## config.mk

```make
export PLATFORM = sky130hd
export DESIGN_NAME = ann_sequencer
export DESIGN_NICKNAME = d
export VERILOG_FILES = /design/src/rtl/ann_sequencer.sv
export SDC_FILE = /design/constraint.sdc
export NUM_CORES = 2
export LEC_CHECK = 0
export ABC_AREA = 1
export CORE_MARGIN = 2
export CORE_UTILIZATION = 60
export DETAILED_ROUTE_END_ITERATION = 8
export GPL_ROUTABILITY_DRIVEN = 0
export PLACE_DENSITY = 0.88
export SYNTH_ARGS = -nofsm -noshare
export SYNTH_HDL_FRONTEND = slang
export SYNTH_SLANG_ARGS = --single-unit
```

## constraint.sdc

```tcl
create_clock -name clk -period 9.98 [get_ports clk]
set_input_delay 1.996 -clock clk [delete_from_list [all_inputs] [get_ports clk]]
set_output_delay 1.996 -clock clk [all_outputs]
set_load 0.02 [all_outputs]
```

## src/rtl/ann_sequencer.sv

```systemverilog
// rtl/ann_sequencer.sv - sequencing controller for a two-input ANN neuron sharing one pipelined multiplier
//
// Computes y = A*dw1 + B*dw2 + (A*dw1 + B*dw2)*dw3, modulo 2^WIDTH, by running
// the three products one after another through a single multiplier whose
// latency is MUL_STAGES clock edges.
//
// Ports:
//   clk        rising-edge clock
//   reset      synchronous, active-high reset
//   in_valid   operand set on a/b/dw1/dw2/dw3 is valid
//   in_ready   block accepts operands (IDLE only)
//   a, b       neuron inputs
//   dw1..dw3   weights
//   out_valid  y holds a completed result (DONE only)
//   out_ready  consumer accepts y
//   y          registered result
//   busy       any state other than IDLE

module ann_sequencer #(
  parameter int WIDTH      = 32,
  parameter int MUL_STAGES = 1
) (
  input  logic             clk,
  input  logic             reset,
  input  logic             in_valid,
  output logic             in_ready,
  input  logic [WIDTH-1:0] a,
  input  logic [WIDTH-1:0] b,
  input  logic [WIDTH-1:0] dw1,
  input  logic [WIDTH-1:0] dw2,
  input  logic [WIDTH-1:0] dw3,
  output logic             out_valid,
  input  logic             out_ready,
  output logic [WIDTH-1:0] y,
  output logic             busy
);

  localparam int CW = (MUL_STAGES > 1) ? $clog2(MUL_STAGES) : 1;
  localparam logic [CW-1:0] CNT_LAST = CW'(MUL_STAGES - 1);

  typedef enum logic [2:0] {
    S_IDLE,
    S_M1,
    S_M2,
    S_M3,
    S_DONE
  } state_e;

  state_e          state_q, state_d;
  logic [CW-1:0]   cnt_q, cnt_d;
  logic [WIDTH-1:0] a_q, b_q, dw1_q, dw2_q, dw3_q;
  logic [WIDTH-1:0] x_q, z_q, g_q, y_q;

  logic [WIDTH-1:0] mul_op_a, mul_op_b;
  logic [WIDTH-1:0] mul_raw, mul_res;
  logic             cnt_last;

  assign cnt_last = (cnt_q == CNT_LAST);

  // Status flags decode straight from the state register so that neither
  // handshake input can reach them combinationally.
  assign in_ready  = (state_q == S_IDLE);
  assign out_valid = (state_q == S_DONE);
  assign busy      = (state_q != S_IDLE);
  assign y         = y_q;

  // Operand select is a function of state only, so it holds steady for the
  // whole M state while the product flows through the pipeline.
  always_comb begin
    mul_op_a = '0;
    mul_op_b = '0;
    case (state_q)
      S_M1: begin
        mul_op_a = a_q;
        mul_op_b = dw1_q;
      end
      S_M2: begin
        mul_op_a = b_q;
        mul_op_b = dw2_q;
      end
      S_M3: begin
        mul_op_a = g_q;
        mul_op_b = dw3_q;
      end
      default: begin
        mul_op_a = '0;
        mul_op_b = '0;
      end
    endcase
  end

  // Low WIDTH bits of the product; identical for signed and unsigned operands.
  assign mul_raw = mul_op_a * mul_op_b;

  // The capture register downstream supplies the last edge of latency, so the
  // multiplier itself carries MUL_STAGES-1 pipeline registers.
  if (MUL_STAGES == 1) begin : g_mul_comb
    assign mul_res = mul_raw;
  end else begin : g_mul_pipe
    logic [WIDTH-1:0] pipe_q [MUL_STAGES-1];

    always_ff @(posedge clk) begin
      if (reset) begin
        for (int i = 0; i < MUL_STAGES - 1; i++) pipe_q[i] <= '0;
      end else begin
        pipe_q[0] <= mul_raw;
        for (int i = 1; i < MUL_STAGES - 1; i++) pipe_q[i] <= pipe_q[i-1];
      end
    end

    assign mul_res = pipe_q[MUL_STAGES-2];
  end

  // Next state and stage counter; the counter clears on every state entry.
  always_comb begin
    state_d = state_q;
    cnt_d   = cnt_q + CW'(1);
    case (state_q)
      S_IDLE: begin
        cnt_d = '0;
        if (in_valid) state_d = S_M1;
      end
      S_M1: begin
        if (cnt_last) begin
          state_d = S_M2;
          cnt_d   = '0;
        end
      end
      S_M2: begin
        if (cnt_last) begin
          state_d = S_M3;
          cnt_d   = '0;
        end
      end
      S_M3: begin
        if (cnt_last) begin
          state_d = S_DONE;
          cnt_d   = '0;
        end
      end
      S_DONE: begin
        cnt_d = '0;
        if (out_ready) state_d = S_IDLE;
      end
      default: begin
        state_d = S_IDLE;
        cnt_d   = '0;
      end
    endcase
  end

  always_ff @(posedge clk) begin
    if (reset) begin
      state_q <= S_IDLE;
      cnt_q   <= '0;
      a_q     <= '0;
      b_q     <= '0;
      dw1_q   <= '0;
      dw2_q   <= '0;
      dw3_q   <= '0;
      x_q     <= '0;
      z_q     <= '0;
      g_q     <= '0;
      y_q     <= '0;
    end else begin
      state_q <= state_d;
      cnt_q   <= cnt_d;

      if (state_q == S_IDLE && in_valid) begin
        a_q   <= a;
        b_q   <= b;
        dw1_q <= dw1;
        dw2_q <= dw2;
        dw3_q <= dw3;
      end

      if (cnt_last) begin
        case (state_q)
          S_M1: x_q <= mul_res;
          S_M2: begin
            z_q <= mul_res;
            // g is formed from the product being captured, not from z_q,
            // so it is ready as the M3 operand on the very next cycle.
            g_q <= x_q + mul_res;
          end
          S_M3: y_q <= mul_res + g_q;
          default: ;
        endcase
      end
    end
  end

endmodule

```

==> reports/results.ini <==
[route]
vias = 29200
ant_nets = 0
viasPerCell = 5.87
drt-initial-drc-count = 3976
wl_per_cell_um = 18.9
drt_wl_total_um = 94100
drcViolationCount = 0
drtPass1Iterations = 7

[logic_synthesis]
seq_area_frac_synth = 0.170
yosysTopAreaCellShare = 0.268
synthesis.area_mm2 = 0.0306
synth_top_area_cell = fa_1
ys_warn_count = 0
synthTopCellsByArea = fa_1 27%, dfxtp_1 17%, nand2_1 12%, inv_1 11%, ha_1 7.6%
synth-async-reset-ratio = 0
ys.flop_type = dfxtp_1
ys_ff_latch = 260
synth_nets = 4953
postSynthAreaPerCell_um2 = 7.30
yosysUniqueCellTypes = 53
syn_inst = 4192
synth_enable_flop_cells = 0

[timing]
max_freq_mhz = 103
min_period_ns = 9.68
skew_ns = 0.0276
setup_ws_ns = 0.298
max-slew-margin-rel = 0.289
period_share = 0.970
report.final.slew_viol_count = 0
finalHoldViolCount = 0
setup_viol = 0
worstMarginPinSlew_ns = 1.06

[cts]
clkSlewWorstSetupHoldPaths_ns = 0.07
cts_buffers = 25
clock-sinks = 260
cts_buffer_depth = 3
clock_latency_ns = 0.57
cts-hold-fix-buffers = 0
cts_tree = done
htreeDepth = 1
cts_root_buffer = clkbuf_16

[die]
row_count = 82
start_util = 0.609
fp.dieW_um = 230
core_area_mm2 = 0.0503
dieArea_mm2 = 0.0528
ios = 199
die_h_um = 230

[worst_setup_path]
cp_slowest_stage_delay_ns = 0.53
critPathMaxFanout = 12
cp-start-kind = flop
cpMostUsedCell = fa_1
cp_slowest_cell = fa_1
path_delay_family = adder cells
path_class = flop to flop
setup.worst_path.end_class = flop
critPathBufInv = 9
cp.required_ns = 10.42
crit_arrival_ns = 10.12

[flow_run]
maxCapViolCount = 0

[global_routing]
grt_pass1_vias = 28600
grt_max_degree = 104
antenna_found_initial = 2
gr-total-overflow = 0
grt_pass1_wl_um = 149000
track_usage = 0.354

[power_and_ir_drop]
leakage_nw = 18.6
ir_worst_vdd_mv = 0.176
powerDensity_mw_per_mm2 = 147

[worst_hold_path]
min_path_type = flop to flop

[cells_and_area]
fill_cells = 3824
layout_common_cells = 1010 x nand2_1, 890 x inv_1, 410 x fa_1
stdcell_area_mm2 = 0.0343
layout-drive-gt1-share = 0.0534
diodes = 0
fin_nets = 5048
final_common_cell = nand2_1
fin_cells = 4977
area_growth_pct = 12.0

[placement]
dp_slack_ns = 0.111
dp.cells = 4919
placed_area_mm2 = 0.0331
dp_hpwl_um = 73000
portBuffers = 198

[outcome]
status = finished clean

stage by stage:
step	utilization	power (mW)	setup TNS [ns]	hold slack, ns
CTS	0.676	4.85	0	0.462
floorplan	-	3.02	0	0.429
global placement	0.658	3.77	0	0.448
detailed placement	0.658	3.82	0	0.452
finish	0.682	5.04	0	0.462
global route	0.682	5.26	-0.139	0.477
cells by family (layout without fill, tap and decap cells):
| group | Yosys count | after routing | share of synthesized area |
|---|---|---|---|
| other | 1 | 1 | 0.000123 |
| flip-flops | 260 | 260 | 0.170 |
| buffers and inverters | 1117 | 1228 | 0.142 |
| XOR/XNOR | 61 | 61 | 0.0179 |
| adder cells (fa/ha/maj) | 597 | 597 | 0.345 |
| AND/OR/NAND/NOR | 1654 | 1656 | 0.235 |
| AO/OA/AOI/OAI | 502 | 502 | 0.0908 |
Yosys cell counts, types with 6 or more instances:
| master | number |
|---|---|
| o221ai_1 | 6 |
| nor3_1 | 11 |
| o211ai_1 | 28 |
| nand2_1 | 1013 |
| nand3_1 | 328 |
| o21bai_1 | 12 |
| xor2_1 | 38 |
| a21oi_1 | 289 |
| buf_4 | 11 |
| inv_1 | 890 |
| o21a_1 | 14 |
| nand4_1 | 92 |
| or2_2 | 17 |
| nor4_1 | 7 |
| xnor2_1 | 21 |
| o21ai_0 | 114 |
| a31oi_1 | 8 |
| nand2_2 | 6 |
| a21o_1 | 6 |
| nor2_1 | 143 |
| nand3_2 | 25 |
| clkbuf_1 | 154 |
| buf_1 | 18 |
| dfxtp_1 | 260 |
| fa_1 | 410 |
| buf_2 | 28 |
| buf_6 | 9 |
| ha_1 | 187 |
state kept, by name, summed over array words and instances, names as in the netlist:
register	count
dw1_q	32
y	32
a_q	32
dw3_q	32
state_q	3
cnt_q	1
b_q	32
g_q	32
dw2_q	32
x_q	32
final cells by class:
type	instances	area, µm²	share of cell area
clock buffer	37	751	0.0219
sequential	260	5210	0.152
tap	672	841	0.0245
inverter	897	3370	0.0984
clock inverter	8	124	0.00361
multi-input combinational	2817	21300	0.621
timing repair buffer	286	2690	0.0783
routing by layer:
layer	part of all wire	routed length, µm	vias up	track usage
met5	0.00040	38	-	0
met4	0.066	6230	4	0.188
met3	0.14	12900	457	0.0804
met2	0.43	40100	2064	0.539
met1	0.37	34900	13600	0.470
li1	-	-	13100	-
where the power goes:
part           internal [mW]  total (mW)  leakage, nW  switching, mW
Clock                  0.598        1.03        0.425          0.436
Sequential              1.24        1.42         2.12          0.179
Combinational          0.785        2.58         16.1           1.80
Total                   2.63        5.04         18.6           2.41
worst register-to-register path: cells and delay by family, from the launching register on:
family / cells / cell delay (ns)
compound gates: 5 / 1.29
xor+xnor: 1 / 0.32
fa+ha+maj: 10 / 4.68
buf+inv: 9 / 0.96
flops: 1 / 0.41
simple gates: 14 / 1.95
repair_timing:
item	4_1_cts	5_1_grt
resized for setup	0	41
buffers inserted	0	11
endpoints found under the setup margin	0	11
worst paths after layout:
kind                            end  depth (start not counted)  slack [ns]                    start
max              y[29]$_SDFFE_PP0P_                         39        0.30  state_q[2]$_SDFFE_PP0P_
min reg2reg  dw2_q[27]$_SDFFE_PP0P_                          2        0.46   dw2_q[27]$_SDFFE_PP0P_
min          dw2_q[27]$_SDFFE_PP0P_                          2        0.46   dw2_q[27]$_SDFFE_PP0P_
max reg2reg      y[29]$_SDFFE_PP0P_                         39        0.30  state_q[2]$_SDFFE_PP0P_
(Power assumes the default switching activity.)
